`src/rtl/grn_attractor_ctrl_if.sv`:
```
// Bundle of the signals between grn_attractor_ctrl and the blocks around it:
// the initial-state stream, the node bank control/feedback and the result stream.
// master = the controller, slave = the stream source / node bank / result sink.
interface grn_attractor_ctrl_if #(
  parameter int N_NODES = 8,
  parameter int CNT_W   = 16
);
  logic               init_valid;
  logic               init_ready;
  logic [N_NODES-1:0] init_data;
  logic               reset_nos;
  logic [N_NODES-1:0] init_state;
  logic               start_s0;
  logic               start_s1;
  logic [N_NODES-1:0] s0_vec;
  logic [N_NODES-1:0] s1_vec;
  logic               res_valid;
  logic               res_ready;
  logic [CNT_W-1:0]   res_steps;
  logic [CNT_W-1:0]   res_period;
  logic [N_NODES-1:0] res_state;
  logic               res_timeout;

  modport master (
    input  init_valid, init_data, s0_vec, s1_vec, res_ready,
    output init_ready, reset_nos, init_state, start_s0, start_s1,
           res_valid, res_steps, res_period, res_state, res_timeout
  );

  modport slave (
    output init_valid, init_data, s0_vec, s1_vec, res_ready,
    input  init_ready, reset_nos, init_state, start_s0, start_s1,
           res_valid, res_steps, res_period, res_state, res_timeout
  );
endinterface

```
`src/rtl/grn_attractor_ctrl.sv`:
```
// Boolean-network attractor search controller.
// Loads an initial state into the node bank, steps the tortoise (s0) and hare (s1)
// trajectories until they meet at an even hare step (Floyd), then steps the hare alone
// until it returns to the meeting state to measure the attractor period.
// Optional step limit: define GRN_TIMEOUT_EN to abort searches after MAX_STEPS.
// All outputs are registered.
module grn_attractor_ctrl #(
  parameter int N_NODES   = 8,
  parameter int CNT_W     = 16,
  parameter int MAX_STEPS = 1024
) (
  input  logic clk,
  input  logic rst,
  grn_attractor_ctrl_if.master bus
);

  typedef enum logic [2:0] {
    IDLE    = 3'd0,
    LOAD    = 3'd1,
    PULSE   = 3'd2,
    CHECK   = 3'd3,
    P_PULSE = 3'd4,
    P_CHECK = 3'd5,
    RESULT  = 3'd6
  } state_e;

  state_e             state_q;
  logic               init_ready_q;
  logic               reset_nos_q;
  logic               start_s0_q;
  logic               start_s1_q;
  logic               res_valid_q;
  logic [N_NODES-1:0] init_state_q;
  logic [N_NODES-1:0] res_state_q;
  logic [CNT_W-1:0]   steps_q;
  logic [CNT_W-1:0]   period_q;
  logic [CNT_W-1:0]   res_steps_q;
  logic [CNT_W-1:0]   res_period_q;

`ifdef GRN_TIMEOUT_EN
  localparam logic [CNT_W-1:0] STEP_LIMIT = CNT_W'(MAX_STEPS);
  logic res_timeout_q;
  assign bus.res_timeout = res_timeout_q;
`else
  assign bus.res_timeout = 1'b0;
`endif

  assign bus.init_ready = init_ready_q;
  assign bus.reset_nos  = reset_nos_q;
  assign bus.init_state = init_state_q;
  assign bus.start_s0   = start_s0_q;
  assign bus.start_s1   = start_s1_q;
  assign bus.res_valid  = res_valid_q;
  assign bus.res_steps  = res_steps_q;
  assign bus.res_period = res_period_q;
  assign bus.res_state  = res_state_q;

  // Search FSM: strobes are raised on entry to the state in which they are visible,
  // so each strobe lasts exactly the one cycle spent in LOAD / PULSE / P_PULSE.
  always_ff @(posedge clk) begin
    if (rst) begin
      state_q      <= IDLE;
      init_ready_q <= 1'b0;
      reset_nos_q  <= 1'b0;
      start_s0_q   <= 1'b0;
      start_s1_q   <= 1'b0;
      res_valid_q  <= 1'b0;
      init_state_q <= {N_NODES{1'b0}};
      res_state_q  <= {N_NODES{1'b0}};
      steps_q      <= {CNT_W{1'b0}};
      period_q     <= {CNT_W{1'b0}};
      res_steps_q  <= {CNT_W{1'b0}};
      res_period_q <= {CNT_W{1'b0}};
`ifdef GRN_TIMEOUT_EN
      res_timeout_q <= 1'b0;
`endif
    end else begin
      reset_nos_q <= 1'b0;
      start_s0_q  <= 1'b0;
      start_s1_q  <= 1'b0;
      case (state_q)
        IDLE: begin
          if (init_ready_q && bus.init_valid) begin
            init_ready_q <= 1'b0;
            init_state_q <= bus.init_data;
            reset_nos_q  <= 1'b1;
            state_q      <= LOAD;
          end else begin
            init_ready_q <= 1'b1;
          end
        end
        LOAD: begin
          steps_q    <= {CNT_W{1'b0}};
          period_q   <= {CNT_W{1'b0}};
          start_s0_q <= 1'b1;
          start_s1_q <= 1'b1;
          state_q    <= PULSE;
        end
        PULSE: begin
          steps_q <= steps_q + CNT_W'(1);
          state_q <= CHECK;
        end
        CHECK: begin
          // Odd-step coincidences are artefacts of s0 advancing on the first request.
          if ((steps_q[0] == 1'b0) && (bus.s0_vec == bus.s1_vec)) begin
            res_state_q <= bus.s0_vec;
            res_steps_q <= steps_q;
            start_s1_q  <= 1'b1;
            state_q     <= P_PULSE;
`ifdef GRN_TIMEOUT_EN
          end else if (steps_q == STEP_LIMIT) begin
            res_state_q   <= bus.s0_vec;
            res_steps_q   <= steps_q;
            res_period_q  <= {CNT_W{1'b0}};
            res_timeout_q <= 1'b1;
            res_valid_q   <= 1'b1;
            state_q       <= RESULT;
`endif
          end else begin
            start_s0_q <= 1'b1;
            start_s1_q <= 1'b1;
            state_q    <= PULSE;
          end
        end
        P_PULSE: begin
          period_q <= period_q + CNT_W'(1);
          state_q  <= P_CHECK;
        end
        P_CHECK: begin
          if (bus.s1_vec == res_state_q) begin
            res_period_q <= period_q;
            res_valid_q  <= 1'b1;
            state_q      <= RESULT;
`ifdef GRN_TIMEOUT_EN
            res_timeout_q <= 1'b0;
          end else if (period_q == STEP_LIMIT) begin
            res_period_q  <= period_q;
            res_timeout_q <= 1'b1;
            res_valid_q   <= 1'b1;
            state_q       <= RESULT;
`endif
          end else begin
            start_s1_q <= 1'b1;
            state_q    <= P_PULSE;
          end
        end
        RESULT: begin
          if (bus.res_ready) begin
            res_valid_q  <= 1'b0;
            init_ready_q <= 1'b1;
            state_q      <= IDLE;
          end else begin
            res_valid_q <= 1'b1;
          end
        end
        default: begin
          init_ready_q <= 1'b0;
          res_valid_q  <= 1'b0;
          state_q      <= IDLE;
        end
      endcase
    end
  end

endmodule

```
`src/flat_wrapper.sv`:
```
// flat-port wrapper written by rule: the top's interface ports become plain ports
module grn_attractor_ctrl_flat 
#(
  parameter int N_NODES   = 8,
  parameter int CNT_W     = 16,
  parameter int MAX_STEPS = 1024
)
  (clk, rst, bus_init_valid, bus_init_data, bus_s0_vec, bus_s1_vec, bus_res_ready, bus_init_ready, bus_reset_nos, bus_init_state, bus_start_s0, bus_start_s1, bus_res_valid, bus_res_steps, bus_res_period, bus_res_state, bus_res_timeout);
  grn_attractor_ctrl_if #(.N_NODES(N_NODES), .CNT_W(CNT_W)) bus_i ();
  input  logic clk;
  input  logic rst;
  input wire logic [$bits(bus_i.init_valid)-1:0] bus_init_valid;
  input wire logic [$bits(bus_i.init_data)-1:0] bus_init_data;
  input wire logic [$bits(bus_i.s0_vec)-1:0] bus_s0_vec;
  input wire logic [$bits(bus_i.s1_vec)-1:0] bus_s1_vec;
  input wire logic [$bits(bus_i.res_ready)-1:0] bus_res_ready;
  output wire logic [$bits(bus_i.init_ready)-1:0] bus_init_ready;
  output wire logic [$bits(bus_i.reset_nos)-1:0] bus_reset_nos;
  output wire logic [$bits(bus_i.init_state)-1:0] bus_init_state;
  output wire logic [$bits(bus_i.start_s0)-1:0] bus_start_s0;
  output wire logic [$bits(bus_i.start_s1)-1:0] bus_start_s1;
  output wire logic [$bits(bus_i.res_valid)-1:0] bus_res_valid;
  output wire logic [$bits(bus_i.res_steps)-1:0] bus_res_steps;
  output wire logic [$bits(bus_i.res_period)-1:0] bus_res_period;
  output wire logic [$bits(bus_i.res_state)-1:0] bus_res_state;
  output wire logic [$bits(bus_i.res_timeout)-1:0] bus_res_timeout;
  assign bus_i.init_valid = bus_init_valid;
  assign bus_i.init_data = bus_init_data;
  assign bus_i.s0_vec = bus_s0_vec;
  assign bus_i.s1_vec = bus_s1_vec;
  assign bus_i.res_ready = bus_res_ready;
  assign bus_init_ready = bus_i.init_ready;
  assign bus_reset_nos = bus_i.reset_nos;
  assign bus_init_state = bus_i.init_state;
  assign bus_start_s0 = bus_i.start_s0;
  assign bus_start_s1 = bus_i.start_s1;
  assign bus_res_valid = bus_i.res_valid;
  assign bus_res_steps = bus_i.res_steps;
  assign bus_res_period = bus_i.res_period;
  assign bus_res_state = bus_i.res_state;
  assign bus_res_timeout = bus_i.res_timeout;
  grn_attractor_ctrl #(.N_NODES(N_NODES), .CNT_W(CNT_W), .MAX_STEPS(MAX_STEPS)) u_core (.clk(clk), .rst(rst), .bus(bus_i));
endmodule
```
`config.mk`:
```
export PLATFORM = sky130hd
export DESIGN_NAME = grn_attractor_ctrl_flat
export DESIGN_NICKNAME = d
export VERILOG_FILES = /design/src/rtl/grn_attractor_ctrl_if.sv /design/src/rtl/grn_attractor_ctrl.sv /design/src/flat_wrapper.sv
export SDC_FILE = /design/constraint.sdc
export NUM_CORES = 1
export LEC_CHECK = 0
export ABC_CLOCK_PERIOD_IN_PS = 1600
export CAP_MARGIN = 20
export CORE_UTILIZATION = 47
export CTS_BUF_LIST = sky130_fd_sc_hd__clkbuf_2 sky130_fd_sc_hd__clkbuf_4 sky130_fd_sc_hd__clkbuf_8
export DETAILED_ROUTE_END_ITERATION = 16
export GPL_ROUTABILITY_DRIVEN = 0
export PLACE_DENSITY = 0.78
export SETUP_SLACK_MARGIN = 0.4
export SLEW_MARGIN = 10
export SYNTH_ARGS = -nofsm -noshare
export SYNTH_HDL_FRONTEND = slang
export SYNTH_SLANG_ARGS = --single-unit
export TNS_END_PERCENT = 100
```
`constraint.sdc`:
```
create_clock -name clk -period 1.6 [get_ports clk]
set_input_delay 0.24 -clock clk [delete_from_list [all_inputs] [get_ports clk]]
set_output_delay 0.24 -clock clk [all_outputs]
set_load 0.01 [all_outputs]
```
==> flow_summary_export.csv, run 1 <==
group,metric,value,unit
global_route,grt_pass1_wl,20900,um
route,ant_nets,0,
cells_and_area,nNetsFinal,637,
synth,synth.yosys.seq_area_share,0.463,
route,drtIter0Drc,325,
route,first_pass_iters,5,
sta,finalCritPeriodShare,1.12,
die,core_area,7770,sq um
cells_and_area,syn_to_final_growth,78.5,%
die,row_count,32,
sta,clock_skew,0.00980,ns
sta,setup_viol,55,
pwr,p_per_area,840,nW/um^2
run,cap_violations,0,
cells_and_area,antenna_cells,0,
cells_and_area,multi_input_area,2590,sq um
setup_path,end_kind,"flip-flop",
sta,rsz0062_at_grt,"true",
global_route,grt_pass1_vias,4135,
synth,synthTopCellsByCount,"dfxtp_1, nor2_1, mux2i_1, nand2_1, a21oi_1",
synth,syn_area_per_cell,9.19,sq um
global_route,gr-total-overflow,0,
synth,synth_edf_count,0,
global_route,antenna_found_initial,0,
status,outcome,"complete, but fails checks",
synth,yosysWarnings,0,
route,drc_errors,0,
placed_design,portBuffers,80,
die,die-area,8460,sq um
pwr,ir_drop,0.565,mV
setup_path,critPathBufInv,2,
synth,ys_ff_latch,88,
cells_and_area,drive_above_1_share,0.543,
sta,finalSetupTns,-2.66,ns
setup_path,cp_max_fo,3,
synth,synth_cell_types,45,
synth,async_flop_share,0,
clock_network,clock-sinks,88,
route,vias,4362,
pwr,totalPowerFinal,0.00571,W
global_route,met2_usage,0.586,
synth,yosys.area.top_type_share,0.463,
setup_path,crit_family,"simple AND/OR/NAND/NOR gates",
synth,synth_top_area_cell,"dfxtp_1",
clock_network,htreeDepth,3,
global_route,met3_usage,0.0663,
setup_path,worstSetupStartpointType,"flip-flop",
clock_network,insertion_delay,0.37,ns
setup_path,crit_type,"reg2reg",
synth,syn_inst,414,
route,finalWirelength,16800,um
setup_path,cp.arrival,2.04,ns
setup_path,path_cells,"ha_4, and3_4, nand4_1, buf_4, buf_4, o21a_1, o21ai_2, a21oi_1",
setup_path,worst_path_most_repeated_cell,"buf_4",
sta,post-route-worst-setup-slack,-0.188,ns
sta,slew_viol_final,0,
pwr,leakage,2.84,nW
clock_network,cts_made_buffers,9,
status,violations,"negative setup slack",
setup_path,max_stage_delay,0.37,ns
setup_path,cp_slowest_cell,"dfxtp_4",
clock_network,cts_root_buf,"clkbuf_8",
clock_network,ctsHoldBuffers,0,
synth,syn_area,3810,sq um
clock_network,clockBufferDepth,2,
synth,synth_ff_type,"dfxtp_1",
synth,synth.net_count,444,
global_route,met1_usage,0.340,
die,ios,82,
global_route,grt_max_degree,37,
clock_network,clk_pin_slew,0.08,ns
route,detail_route.vias_per_cell,6.13,
synth,synth_most_common_cell,"dfxtp_1",
setup_path,critPathRequiredTime,1.85,ns
global_route,busiest_layer,"met2",
sta,period_needed,1.79,ns
die,die_h,92.0,um
die,start_util,0.490,
synth,synth_area_leaders,"dfxtp_1, mux2i_1, nor2_1",
cells_and_area,fill_cells,315,
clock_network,tritoncts,"done",
die,die_w,92.0,um
placed_design,place_hpwl,6500,um
sta,fmax,559,MHz
global_route,grt_usage,0.318,
min_path,hold_path.class,"in2reg",
cells_and_area,seq_area,1830,sq um
sta,hold_viol_final,0,
route,detail_route.wl_per_cell,23.5,um
## cell usage in the layout, fill, tap and decap left out, types with 7 or more instances in the layout
cell type and count:
nor2_1 66, buf_4 58, dfxtp_1 56, buf_6 51, mux2i_1 43, clkbuf_2 35
dfxtp_2 22, nor2_4 14, a21oi_2 11, nand4_1 11, nand2_1 11, clkdlybuf4s50_1 10
dlygate4sd2_1 10, dfxtp_4 10, clkbuf_8 9, nand3_1 8, nand2_2 8, clkdlybuf4s15_1 7
buf_12 7
## power by group
part	switching [W]	internal, W	leakage (nW)
Combinational	0.000774	0.000822	2.00
Clock	0.000786	0.00104	0.116
Sequential	0.0000504	0.00224	0.729
Total	0.00161	0.00410	2.84
## worst register-to-register path: stages (launching register included)
cell	delay, ns
dfxtp_4	0.37
ha_4	0.14
and3_4	0.20
nand4_1	0.21
buf_4	0.23
buf_4	0.13
o21a_1	0.18
o21ai_2	0.13
a21oi_1	0.09
## metal layers
metal | wire length (um) | vias to the layer above
met1 | 6030 | 2127
met4 | 1120 | 0
met3 | 1120 | 94
li1 | - | 1865
met5 | 0 | -
met2 | 8490 | 276
## metrics by stage
step	std cells	utilization	instance area, sq um	worst slack (ns)	hold WS [ns]
6_report	712	0.875	6800	-0.188	0.238
5_1_grt	712	0.875	6800	-0.257	0.246
4_1_cts	682	0.805	6250	0.0153	0.293
3_5_place_dp	612	0.660	5130	-0.392	0.473
3_3_place_gp	612	0.660	5130	-0.344	0.471
2_1_floorplan	414	-	4010	-0.00615	0.331
## final cells by class
class / count / share of cell area
multi-input cells: 301 / 0.382
repair buffers: 204 / 0.296
flip-flops and latches: 88 / 0.269
clock buffers: 10 / 0.0193
well taps: 102 / 0.0188
clock inverters: 4 / 0.0140
inverters: 3 / 0.00166
## logic make-up (layout without fill, tap and decap cells)
group                    after synthesis  in the layout  synth area share
other                                  1              1          0.000985
multiplexers                          54             54             0.144
buffers and inverters                 25            221            0.0286
AO/OA/AOI/OAI                         58             58            0.0996
adder cells (fa/ha/maj)                2              2           0.00657
flip-flops                            88             88             0.463
AND/OR/NAND/NOR                      170            170             0.221
XOR/XNOR                              16             16            0.0368
## flip-flops by register name, indices dropped and copies added (netlist names)
register / flops
u_core.bus.reset_nos: 1
u_core.bus.init_ready: 1
u_core.bus.res_period: 16
u_core.state_q: 3
u_core.steps_q: 16
u_core.bus.start_s1: 1
u_core.bus.start_s0: 1
u_core.bus.res_state: 8
u_core.period_q: 16
u_core.bus.init_state: 8
u_core.bus.res_steps: 16
u_core.bus.res_valid: 1
## path summary, 6_finish.rpt
path                            cells after the start                        end  slack [ns]                 startpoint
worst min-delay path                                3    u_core.bus.res_state[4]        0.24              bus_s0_vec[4]
worst max register to register                      8        u_core.period_q[10]       -0.19         u_core.period_q[0]
worst max-delay path                                8        u_core.period_q[10]       -0.19         u_core.period_q[0]
worst min register to register                      2  u_core.bus.res_period[10]        0.50  u_core.bus.res_period[10]
## repair_timing
action	in CTS	in global routing
endpoints found under the setup margin	140	137
pin swaps	53	64
gates cloned	8	1
gates resized for setup	226	170
setup buffers	48	29
Power figures use the tool's default switching activity.
==> inputs of run 2 (changes only) <==
- CORE_MARGIN: not set -> 2
- SLEW_MARGIN: 10 -> 20
- TNS_END_PERCENT: 100 -> 5
==> run 2 against run 1 <==
  * The run still ends with negative setup slack left
  * Total power decreased by 19%
  * Flip-flop and latch count unchanged
  * Cell count decreased by 8.3%
  * Via count decreased by 15%
  * Core utilization decreased by 13 points
  * Global-route usage decreased by 6.7 points
  * Critical path depth decreased by 1
  * Clock power decreased by 25%
  * Non-clock buffer count decreased by 61
  * Die area increased by 4.4%
  * Sequential power about the same
  * Clock skew increased by 0.0080 ns
  * Largest power group unchanged
==> flow_summary_export.csv, run 2 (same netlist as run 1, synthesis figures left out) <==
group,metric,value,unit
status,outcome,"complete, but fails checks",
status,violations,"negative setup slack",
route,drc_errors,0,
die,die_h,94.0,um
pwr,ir_drop,0.495,mV
clock_network,htreeDepth,3,
setup_path,cp_max_fo,5,
clock_network,clockBufferDepth,2,
setup_path,r2r-end,"u_core.bus.res_period[8]",
route,drtIter0Drc,228,
min_path,min_path_cells,3,
cells_and_area,final_core_util,0.747,
setup_path,critPathLaunch,"u_core.bus.res_state[4]",
placed_design,place_inst,619,
clock_network,clock-sinks,88,
pwr,leakage,2.38,nW
sta,setup_viol,19,
clock_network,ctsHoldBuffers,0,
global_route,gr-total-overflow,0,
sta,clock_skew,0.0178,ns
die,row_count,32,
global_route,grt_max_degree,28,
setup_path,end_kind,"flip-flop",
clock_network,clk_pin_slew,0.08,ns
setup_path,worstSetupStartpointType,"flip-flop",
route,wl_met1,4760,um
route,dr_wl_met3,617,um
setup_path,critPathRequiredTime,1.85,ns
setup_path,r2r_setup_slack,-0.07,ns
sta,rsz0062_at_grt,"true",
clock_network,tritoncts,"done",
min_path,hold_path.class,"in2reg",
placed_design,dp_worst_setup_slack,-0.426,ns
global_route,grt_pass1_wl,17500,um
die,core_area,7770,sq um
sta,slew_viol_final,0,
cells_and_area,syn_to_final_growth,52.4,%
sta,tightestPinTransition,0.499,ns
run,cap_violations,0,
placed_design,portBuffers,80,
die,die-area,8830,sq um
cells_and_area,final_common_cell,"nor2_1",
global_route,grt_usage,0.251,
setup_path,reg2reg_depth,7,
route,vias,3688,
clock_network,cts_made_buffers,9,
setup_path,cp.arrival,1.92,ns
sta,period_needed,1.67,ns
sta,finalCritPeriodShare,1.05,
die,die_w,94.0,um
die,start_util,0.490,
sta,hold_viol_final,0,
route,detail_route.vias_per_cell,5.65,
route,routed.top_layer,"met4",
setup_path,crit_type,"reg2reg",
cells_and_area,fin_cells,653,
global_route,antenna_found_initial,0,
route,wl_met2,6040,um
setup_path,crit_path_end,"u_core.bus.res_period[8]",
pwr,p_per_area,801,nW/um^2
route,first_pass_iters,4,
clock_network,cts_root_buf,"clkbuf_8",
sta,fmax,597,MHz
die,ios,82,
cells_and_area,drive_above_1_share,0.376,
global_route,grt_pass1_vias,3659,
setup_path,crit-reg2reg-launch,"u_core.bus.res_state[4]",
route,detail_route.wl_per_cell,17.9,um
route,finalWirelength,11700,um
sta,max-slew-margin-rel,0.659,
cells_and_area,final_cell_mix,"nor2_1, dfxtp_1, mux2i_1",
cells_and_area,antenna_cells,0,
clock_network,insertion_delay,0.36,ns
sta,post-route-worst-setup-slack,-0.0740,ns
placed_design,place_hpwl,6620,um
cells_and_area,nNetsFinal,577,
route,ant_nets,0,
[run 2: cell types whose count changed in the layout (fill, tap and decap cells not counted), moves of 5 or more]
cell             before  now
buf_6                51   19
buf_4                58   31
clkdlybuf4s15_1       7   20
dfxtp_1              56   66
clkbuf_2             35   26
a21oi_1               6   14
a21oi_2              11    4
dfxtp_2              22   15
nand2_1              11   18
a311oi_1              4    9
a311oi_2              6    1
dlygate4sd2_1        10   15
nor2_4               14    9
[run 2: worst max-delay path, stage by stage (launching register included)]
cell	delay, ns
dfxtp_4	0.36
xnor2_2	0.16
nand4_1	0.23
nor3_4	0.23
buf_6	0.18
buf_12	0.14
mux2i_2	0.21
nor2_1	0.07
[run 2: repair_timing]
action	CTS	global route
gates cloned	4	2
resized for setup	220	86
endpoints found under the hold margin	0	0
endpoints found under the setup margin	141	128
pin swaps	100	32
buffers inserted	9	4
[run 2: through the flow]
stage | TNS [ns] | cell area [sq um] | hold slack, ns | power [W]
final | -0.743 | 5800 | 0.300 | 0.00464
after global routing | -2.04 | 5800 | 0.346 | 0.00479
after CTS | -0.0259 | 5700 | 0.300 | 0.00448
after detailed placement | -15.93 | 5040 | 0.468 | 0.00298
after global placement | -12.75 | 5040 | 0.469 | 0.00297
after floorplan | -0.0633 | 3810 | 0.332 | 0.00266
[run 2: per-layer routing]
metal  GRT usage  vias to the layer above
met2       0.461                      129
li1            -                     1751
met1       0.290                     1784
met5           0                        -
met4      0.0918                        0
met3      0.0417                       24
[run 2: how the worst min path moves through the flow]
| stage | startpoint | to |
|---|---|---|
| detailed placement | u_core.bus.res_steps[0] | u_core.bus.res_steps[0] |
| finish | bus_s0_vec[1] | u_core.bus.res_state[1] |
| CTS | bus_s0_vec[1] | u_core.bus.res_state[1] |
| floorplan | rst | u_core.state_q[0] |
| global route | bus_s0_vec[0] | u_core.bus.res_state[0] |
| global placement | u_core.bus.res_steps[0] | u_core.bus.res_steps[0] |
[run 2: power by group]
part | switching, W | total (W) | internal [W]
Sequential | 0.0000639 | 0.00230 | 0.00224
Combinational | 0.000514 | 0.000967 | 0.000454
Clock | 0.000768 | 0.00137 | 0.000607
[run 2: cell type report]
| cell class | count | area (sq um) |
|---|---|---|
| tap | 102 | 128 |
| timing repair buffer | 143 | 1360 |
| sequential | 88 | 1810 |
| clock buffer | 12 | 146 |
| multi-input combinational | 302 | 2320 |
| fill | 530 | 1970 |
| inverter | 3 | 11.3 |
| clock inverter | 3 | 20.0 |
